$ cat src/rtl/lsu_pkg.sv
// Shared definitions for the load/store back end: issue FSM encoding,
// bus op constants, store-buffer entry layout and default tag width.
package lsu_pkg;

    typedef enum logic [1:0] {
        IDLE      = 2'd0,
        BUS_RD    = 2'd1,
        BUS_WR_SB = 2'd2,
        BUS_WR_WB = 2'd3
    } lsu_state_e;

    localparam logic BUS_OP_RD = 1'b0;
    localparam logic BUS_OP_WR = 1'b1;

    localparam int DEFAULT_TAG_W = 3;

    typedef struct packed {
        logic [15:0] addr;
        logic [15:0] data;
    } sb_entry_t;

endpackage

$ cat src/rtl/lsu_store_path_if.sv
// Single-port memory bus between the LSU (master) and memory (slave).
// Handshake: master raises mem_req with mem_we/mem_addr/mem_data_out and holds
// them stable until the cycle mem_rdy=1; that cycle completes the transfer and
// read data is valid on mem_data_in in the same cycle.
interface lsu_store_path_if;
    logic        mem_req;
    logic        mem_we;
    logic [15:0] mem_addr;
    logic [15:0] mem_data_out;
    logic        mem_rdy;
    logic [15:0] mem_data_in;

    modport master (
        output mem_req, mem_we, mem_addr, mem_data_out,
        input  mem_rdy, mem_data_in
    );

    modport slave (
        input  mem_req, mem_we, mem_addr, mem_data_out,
        output mem_rdy, mem_data_in
    );
endinterface

$ cat src/rtl/lsu_store_fifo.sv
// Store buffer: circular FIFO of {addr,data} with wrap-bit pointers and a
// parallel youngest-match address lookup used for store-to-load forwarding.
module lsu_store_fifo
    import lsu_pkg::*;
#(
    parameter int SB_DEPTH = 4
) (
    input  logic        clk,
    input  logic        a_rst,
    input  logic        push,
    input  sb_entry_t   push_entry,
    input  logic        pop,
    output logic        full,
    output logic        empty,
    output sb_entry_t   head,
    input  logic [15:0] lookup_addr,
    output logic        hit,
    output logic [15:0] hit_data
);

    localparam int PW    = $clog2(SB_DEPTH);
    localparam int PTR_W = PW + 1;

    sb_entry_t          entries [SB_DEPTH];
    logic [PTR_W-1:0]   wr_ptr;
    logic [PTR_W-1:0]   rd_ptr;
    logic [PTR_W-1:0]   count;
    logic [PW-1:0]      idx;

    always_ff @(posedge clk or posedge a_rst) begin
        if (a_rst) begin
            wr_ptr <= '0;
            rd_ptr <= '0;
        end else begin
            if (push) wr_ptr <= wr_ptr + 1'b1;
            if (pop)  rd_ptr <= rd_ptr + 1'b1;
        end
    end

    always_ff @(posedge clk) begin
        if (push) entries[wr_ptr[PW-1:0]] <= push_entry;
    end

    assign count = wr_ptr - rd_ptr;
    assign empty = (wr_ptr == rd_ptr);
    assign full  = (wr_ptr[PW] != rd_ptr[PW]) && (wr_ptr[PW-1:0] == rd_ptr[PW-1:0]);
    assign head  = entries[rd_ptr[PW-1:0]];

    // Walk oldest to youngest so the last match seen is the youngest store.
    always_comb begin
        hit      = 1'b0;
        hit_data = '0;
        idx      = '0;
        for (int i = 0; i < SB_DEPTH; i++) begin
            idx = rd_ptr[PW-1:0] + PW'(i);
            if ((PTR_W'(i) < count) && (entries[idx].addr == lookup_addr)) begin
                hit      = 1'b1;
                hit_data = entries[idx].data;
            end
        end
    end

endmodule

$ cat src/rtl/lsu_store_path.sv
// LSU back end: accepts scheduler loads/stores, buffers stores, captures RMW
// write-backs, forwards buffered data to loads and runs one bus op at a time.
module lsu_store_path
    import lsu_pkg::*;
#(
    parameter int SB_DEPTH = 4,
    parameter int TAG_W    = DEFAULT_TAG_W
) (
    input  logic              clk,
    input  logic              a_rst,
    input  logic              sched_req,
    input  logic              sched_we,
    input  logic [TAG_W-1:0]  sched_tag,
    input  logic [15:0]       sched_data,
    input  logic [15:0]       agu_addr,
    output logic              sched_stall,
    input  logic [15:0]       rmw_addr,
    input  logic [15:0]       rmw_data,
    input  logic              rmw_data_rdy,
    input  logic              rmw_deny_op,
    output logic              rmw_hold,
    lsu_store_path_if.master  bus,
    output logic              rf_wr,
    output logic [TAG_W-1:0]  rf_tag,
    output logic [15:0]       rf_data,
    output lsu_state_e        state_dbg
);

    lsu_state_e        state, state_d;
    logic              wb_valid;
    logic [15:0]       wb_addr, wb_data;
    logic              load_pending;
    logic [TAG_W-1:0]  ld_tag;
    logic [15:0]       ld_addr;

    logic              sb_full, sb_empty, sb_hit, sb_push, sb_pop;
    logic [15:0]       sb_hit_data;
    sb_entry_t         sb_head, push_entry;

    logic              accept, wb_capture, bus_done;
    logic              issue, issue_we;
    logic [15:0]       issue_addr, issue_data;

    assign push_entry.addr = agu_addr;
    assign push_entry.data = sched_data;

    lsu_store_fifo #(.SB_DEPTH(SB_DEPTH)) u_store_fifo (
        .clk         (clk),
        .a_rst       (a_rst),
        .push        (sb_push),
        .push_entry  (push_entry),
        .pop         (sb_pop),
        .full        (sb_full),
        .empty       (sb_empty),
        .head        (sb_head),
        .lookup_addr (agu_addr),
        .hit         (sb_hit),
        .hit_data    (sb_hit_data)
    );

    // Loads wait behind a pending load or a queued write-back to the same address.
    assign sched_stall = sched_req & (rmw_deny_op
                                    | (sched_we & sb_full)
                                    | (~sched_we & (load_pending | (wb_valid & (wb_addr == agu_addr)))));
    assign accept      = sched_req & ~sched_stall;
    assign sb_push     = accept & sched_we;
    assign rmw_hold    = rmw_data_rdy & wb_valid;
    assign wb_capture  = rmw_data_rdy & ~wb_valid;
    assign bus_done    = bus.mem_rdy & (state != IDLE);
    assign sb_pop      = bus_done & (state == BUS_WR_SB);
    assign state_dbg   = state;

    always_comb begin
        state_d    = state;
        issue      = 1'b0;
        issue_we   = BUS_OP_RD;
        issue_addr = '0;
        issue_data = '0;
        case (state)
            IDLE: begin
                if (wb_valid) begin
                    state_d    = BUS_WR_WB;
                    issue      = 1'b1;
                    issue_we   = BUS_OP_WR;
                    issue_addr = wb_addr;
                    issue_data = wb_data;
                end else if (load_pending) begin
                    state_d    = BUS_RD;
                    issue      = 1'b1;
                    issue_addr = ld_addr;
                end else if (!sb_empty) begin
                    state_d    = BUS_WR_SB;
                    issue      = 1'b1;
                    issue_we   = BUS_OP_WR;
                    issue_addr = sb_head.addr;
                    issue_data = sb_head.data;
                end
            end
            default: begin
                if (bus.mem_rdy) state_d = IDLE;
            end
        endcase
    end

    always_ff @(posedge clk or posedge a_rst) begin
        if (a_rst) begin
            state            <= IDLE;
            bus.mem_req      <= 1'b0;
            bus.mem_we       <= 1'b0;
            bus.mem_addr     <= '0;
            bus.mem_data_out <= '0;
        end else begin
            state <= state_d;
            if (issue) begin
                bus.mem_req      <= 1'b1;
                bus.mem_we       <= issue_we;
                bus.mem_addr     <= issue_addr;
                bus.mem_data_out <= issue_data;
            end else if (bus_done) begin
                bus.mem_req      <= 1'b0;
                bus.mem_we       <= 1'b0;
                bus.mem_addr     <= '0;
                bus.mem_data_out <= '0;
            end
        end
    end

    always_ff @(posedge clk or posedge a_rst) begin
        if (a_rst) begin
            wb_valid <= 1'b0;
            wb_addr  <= '0;
            wb_data  <= '0;
        end else if (wb_capture) begin
            wb_valid <= 1'b1;
            wb_addr  <= rmw_addr;
            wb_data  <= rmw_data;
        end else if (bus_done && state == BUS_WR_WB) begin
            wb_valid <= 1'b0;
        end
    end

    // A forward and a read completion never coincide: loads are accepted only with none pending.
    always_ff @(posedge clk or posedge a_rst) begin
        if (a_rst) begin
            load_pending <= 1'b0;
            ld_tag       <= '0;
            ld_addr      <= '0;
            rf_wr        <= 1'b0;
            rf_tag       <= '0;
            rf_data      <= '0;
        end else begin
            rf_wr <= 1'b0;
            if (accept && !sched_we) begin
                if (sb_hit) begin
                    rf_wr   <= 1'b1;
                    rf_tag  <= sched_tag;
                    rf_data <= sb_hit_data;
                end else begin
                    load_pending <= 1'b1;
                    ld_tag       <= sched_tag;
                    ld_addr      <= agu_addr;
                end
            end
            if (bus_done && state == BUS_RD) begin
                load_pending <= 1'b0;
                rf_wr        <= 1'b1;
                rf_tag       <= ld_tag;
                rf_data      <= bus.mem_data_in;
            end
        end
    end

endmodule

$ cat src/flat_wrapper.sv
// flat-port wrapper written by rule: the top's interface ports become plain ports
module lsu_store_path_flat import lsu_pkg::*;
#(
    parameter int SB_DEPTH = 4,
    parameter int TAG_W    = DEFAULT_TAG_W
)
  (clk, a_rst, sched_req, sched_we, sched_tag, sched_data, agu_addr, sched_stall, rmw_addr, rmw_data, rmw_data_rdy, rmw_deny_op, rmw_hold, rf_wr, rf_tag, rf_data, state_dbg, bus_mem_req, bus_mem_we, bus_mem_addr, bus_mem_data_out, bus_mem_rdy, bus_mem_data_in);
  lsu_store_path_if bus_i ();
  input  logic clk;
  input  logic a_rst;
  input  logic sched_req;
  input  logic sched_we;
  input  logic [TAG_W-1:0] sched_tag;
  input  logic [15:0] sched_data;
  input  logic [15:0] agu_addr;
  output logic sched_stall;
  input  logic [15:0] rmw_addr;
  input  logic [15:0] rmw_data;
  input  logic rmw_data_rdy;
  input  logic rmw_deny_op;
  output logic rmw_hold;
  output logic rf_wr;
  output logic [TAG_W-1:0] rf_tag;
  output logic [15:0] rf_data;
  output lsu_state_e state_dbg;
  output wire logic [$bits(bus_i.mem_req)-1:0] bus_mem_req;
  output wire logic [$bits(bus_i.mem_we)-1:0] bus_mem_we;
  output wire logic [$bits(bus_i.mem_addr)-1:0] bus_mem_addr;
  output wire logic [$bits(bus_i.mem_data_out)-1:0] bus_mem_data_out;
  input wire logic [$bits(bus_i.mem_rdy)-1:0] bus_mem_rdy;
  input wire logic [$bits(bus_i.mem_data_in)-1:0] bus_mem_data_in;
  assign bus_mem_req = bus_i.mem_req;
  assign bus_mem_we = bus_i.mem_we;
  assign bus_mem_addr = bus_i.mem_addr;
  assign bus_mem_data_out = bus_i.mem_data_out;
  assign bus_i.mem_rdy = bus_mem_rdy;
  assign bus_i.mem_data_in = bus_mem_data_in;
  lsu_store_path #(.SB_DEPTH(SB_DEPTH), .TAG_W(TAG_W)) u_core (.clk(clk), .a_rst(a_rst), .sched_req(sched_req), .sched_we(sched_we), .sched_tag(sched_tag), .sched_data(sched_data), .agu_addr(agu_addr), .sched_stall(sched_stall), .rmw_addr(rmw_addr), .rmw_data(rmw_data), .rmw_data_rdy(rmw_data_rdy), .rmw_deny_op(rmw_deny_op), .rmw_hold(rmw_hold), .bus(bus_i), .rf_wr(rf_wr), .rf_tag(rf_tag), .rf_data(rf_data), .state_dbg(state_dbg));
endmodule
$ cat config.mk
export PLATFORM = sky130hd
export DESIGN_NAME = lsu_store_path_flat
export DESIGN_NICKNAME = d
export VERILOG_FILES = /design/src/rtl/lsu_pkg.sv /design/src/rtl/lsu_store_path_if.sv /design/src/rtl/lsu_store_fifo.sv /design/src/rtl/lsu_store_path.sv /design/src/flat_wrapper.sv
export SDC_FILE = /design/constraint.sdc
export NUM_CORES = 1
export LEC_CHECK = 0
export ABC_AREA = 1
export ABC_CLOCK_PERIOD_IN_PS = 10700
export CAP_MARGIN = 20
export CORE_MARGIN = 1.5
export CORE_UTILIZATION = 62
export CTS_CLUSTER_DIAMETER = 100
export CTS_CLUSTER_SIZE = 20
export DETAILED_ROUTE_END_ITERATION = 10
export GPL_TIMING_DRIVEN = 1
export PLACE_DENSITY_LB_ADDON = 0.05
export REMOVE_ABC_BUFFERS = 1
export SYNTH_ARGS = -nofsm -noshare
export SYNTH_HDL_FRONTEND = slang
export SYNTH_SLANG_ARGS = --single-unit
export TNS_END_PERCENT = 100
$ cat constraint.sdc
create_clock -name clk -period 10.7 [get_ports clk]
set_input_delay 2.14 -clock clk [delete_from_list [all_inputs] [get_ports clk]]
set_output_delay 2.14 -clock clk [all_outputs]
set_load 0.01 [all_outputs]
==> key figures <==
Timing
  – Sum of negative setup slack: 0 ns
  – Fin crit period: 6.72 ns
  – Max Fclk: 149 MHz
  – Final setup violation count: 0
  – Relative slew slack: 0.250
  – Worst-Margin Slew: 1.12 ns
  – Clock skew: 0.0254 ns
  – RSZ-0062 raised after global routing: no
  – Final worst slack: 3.98 ns
  – Hold Vio Cnt, Final: 0
  – Fin. max-slew vios: 0
  – Final Cycle Share: 0.628

CTS
  – CTS root buf: clkbuf_16
  – CTS tree: built
  – Skew-Pair Late Insertion Delay: 0.51 ns
  – Longest Clk Path Bufs: 3
  – Hold_buf cts: 0
  – Clock sinks: 243
  – CTS HTree Levels: 1
  – Reg clk slew, reported paths: 0.09 ns
  – # resized after CTS: 0
  – Setup bufs post-CTS: 0
  – Num CTS Buffers: 16

Pwr
  – PD cells: 275 nW/um^2
  – P_leak: 7.30 nW
  – Max IR drop VDD: 0.276 mV

Global routing
  – Initial antenna violation count: 0
  – Met3 usage in global routing: 0.0603
  – Number of global-route vias before repair: 12300
  – First-pass GRT wire length: 63.8 mm
  – GR peak layer: met2
  – Gr usage total: 0.347
  – Largest net degree at the start of global routing: 93
  – Global routing usage on met1: 0.464
  – M2 GR Usage: 0.563
  – Grt ovf: 0

Detailed routing
  – Pre-Repair DR Iteration Count: 6
  – Routed vias/inst: 6.08
  – Via count: 13100
  – WL final: 41.0 mm
  – Iteration-0 DRC count of the detailed router: 1310
  – Remaining antenna violation count: 0
  – Drc violations: 0
  – Routed WL per cell: 19.1 um

Worst setup path
  – CP delay by family, top: buffers and inverters
  – CP cell instances: clkdlybuf4s50_1, inv_1, nand2_1, nand2_1, nor2_1, nand4_1, nor2_1, nand3_1, nand2_1, a21oi_1, nor2_1, clkdlybuf4s50_1
  – CP max stage delay: 0.67 ns
  – CP required: 8.56 ns
  – WP buf/inv: 3
  – Setup CP Type: in -> out
  – Slowest cell on the critical path: clkdlybuf4s50_1
  – CP Launch Point: agu_addr[10]
  – Crit path DAT: 4.58 ns
  – CP Launch Type: input pin
  – CP endpoint kind: output pin
  – Worst Path Max Fanout: 10
  – Worst r2r src: u_core.u_store_fifo.rd_ptr[0]

Place
  – DP Cell Count: 2115
  – RePlAce Congestion: 0.961
  – Number of buffers added on ports: 147
  – Post-DP HPWL: 25.9 mm
  – Pre-CTS WS: 4.03 ns

Status
  – Outcome: finished clean

Synth
  – Synth Cell Area: 13900 sq um
  – Number of warning messages in the yosys log: 0
  – Cells after Synth: 1769
  – Sequential share of the synthesized area: 0.483
  – Seq cells post-synth: 243
  – Synth cell types: 36
  – Synth Area per Inst: 7.86 sq um

Layout
  – Cell Count, Final, Fillers Out: 2145
  – Layout cell share with drive strength beyond 1: 0.0466
  – Nets: 1953
  – Area Growth Syn to Fin: 14.9%
  – # diodes: 0

Die
  – Core Region: 21900 sq um
  – Die width: 153 um
  – Die Ht: 153 um
  – Die footprint: 23300 sq um
  – Initial core utilization: 0.635
  – Row Count: 54
  – Boundary pin count: 148

Job
  – Max Cap Viol: 0

Hold path
  – Worst min path class: reg -> reg
  – HP Start: u_core.rf_data[11]
final timing paths:
kind,cells after the start,end,slack [ns]
setup reg to reg,18,u_core.ld_addr[3],5.22
hold reg to reg,2,u_core.rf_data[11],0.48
setup / recovery,12,sched_stall,3.98
min in group asynchronous,2,u_core.rf_tag[0],2.02
max in group asynchronous,3,u_core.u_store_fifo.rd_ptr[0],7.17
hold / removal,2,u_core.rf_data[11],0.48
flip-flops by register name, summed over array words and instances, names as in the netlist, 2 cells and up:
signal,count
u_core.u_store_fifo.entries,128
u_core.ld_addr,16
u_core.wb_data,16
u_core.u_store_fifo.wr_ptr,3
u_core.u_store_fifo.rd_ptr,3
u_core.bus.mem_addr,16
u_core.ld_tag,3
u_core.rf_tag,3
u_core.wb_addr,16
u_core.bus.mem_data_out,16
u_core.rf_data,16
u_core.state_dbg,2
power by group:
group          total (mW)  switching (mW)  internal (mW)
Clock               0.640           0.337          0.303
Sequential           1.38           0.188           1.19
Combinational        2.37            1.54          0.829
Yosys cell counts:
| cell type | instances | area share |
|---|---|---|
| nand2_1 | 567 | 0.15 |
| nand3_1 | 228 | 0.082 |
| o21ai_0 | 156 | 0.056 |
| nor2_1 | 155 | 0.042 |
| edfxtp_1 | 128 | 0.28 |
| inv_1 | 117 | 0.032 |
| dfrtp_1 | 115 | 0.21 |
| clkbuf_1 | 47 | 0.013 |
| a21oi_1 | 39 | 0.014 |
| buf_2 | 32 | 0.012 |
| mux2i_1 | 32 | 0.023 |
| mux2_2 | 27 | 0.022 |
| a22oi_1 | 16 | 0.0086 |
| o21ai_1 | 15 | 0.0054 |
| a221oi_1 | 10 | 0.0063 |
| nor3_1 | 10 | 0.0036 |
| xor2_1 | 10 | 0.0063 |
| buf_1 | 8 | 0.0022 |
| buf_6 | 8 | 0.0065 |
| ha_1 | 7 | 0.0063 |
| nand4_1 | 7 | 0.0031 |
| o211ai_1 | 6 | 0.0032 |
| buf_4 | 5 | 0.0027 |
| xnor2_1 | 5 | 0.0031 |
| nor2_2 | 4 | 0.0018 |
| a32o_1 | 2 | 0.0014 |
| inv_2 | 2 | 0.00054 |
| o2111ai_1 | 2 | 0.0013 |
| o22ai_1 | 2 | 0.00090 |
| and2_0 | 1 | 0.00045 |
| clkbuf_2 | 1 | 0.00036 |
| fa_1 | 1 | 0.0014 |
| nand2_2 | 1 | 0.00045 |
| nand3_4 | 1 | 0.0013 |
| nand4_2 | 1 | 0.00090 |
| o21a_1 | 1 | 0.00054 |
metrics by stage:
stage / total power [mW] / utilization / hold slack [ns] / cell area (sq um)
2_1_floorplan: 2.89 / - / 0.453 / 13400
3_3_place_gp: 3.60 / 0.703 / 0.461 / 15400
3_5_place_dp: 3.68 / 0.706 / 0.464 / 15400
4_1_cts: 4.32 / 0.728 / 0.486 / 15900
5_1_grt: 4.67 / 0.730 / 0.507 / 16000
6_report: 4.39 / 0.730 / 0.482 / 16000
area by class of cell:
class,count,area (sq um)
sequential,243,6730
timing repair buffer,169,1700
multi-input combinational,1306,6260
fill,1718,5920
inverter,119,450
clock buffer,27,463
clock inverter,1,20.0
tap,280,350
cell usage in the layout, fill, tap and decap left out, types with 2 or more instances in the layout:
cell / instances
nand2_1: 566
nand3_1: 228
o21ai_0: 156
nor2_1: 150
clkdlybuf4s50_1: 147
edfxtp_1: 128
inv_1: 114
dfrtp_1: 113
a21oi_1: 39
mux2i_1: 32
mux2_2: 27
buf_4: 18
clkbuf_16: 17
a22oi_1: 16
o21ai_1: 15
nor3_1: 10
a221oi_1: 10
xor2_1: 10
clkbuf_1: 10
nor2_2: 8
nand4_1: 7
o211ai_1: 6
ha_1: 6
xnor2_1: 5
buf_16: 3
nand2_2: 2
a32o_1: 2
inv_2: 2
o2111ai_1: 2
o22ai_1: 2
per-layer routing:
layer  share of wire  vias to the layer above
met2            0.46                      798
met1            0.38                     6068
met5               0                        -
met4           0.035                        0
li1                -                     6056
met3            0.12                      128
worst min-delay path: cells and delay by family (launching register included):
kind	cells	cell delay (ns)
flops	1	0.35
simple gates	2	0.10
kinds of logic after synthesis:
logic type / count (synthesis) / synth area share
AND/OR/NAND/NOR: 975 / 0.289
multiplexers: 59 / 0.0449
flip-flops: 243 / 0.483
XOR/XNOR: 15 / 0.00945
AO/OA/AOI/OAI: 249 / 0.0979
buffers and inverters: 220 / 0.0680
adder cells (fa/ha/maj): 8 / 0.00774
Note: power is estimated with default switching activity, not from simulation.
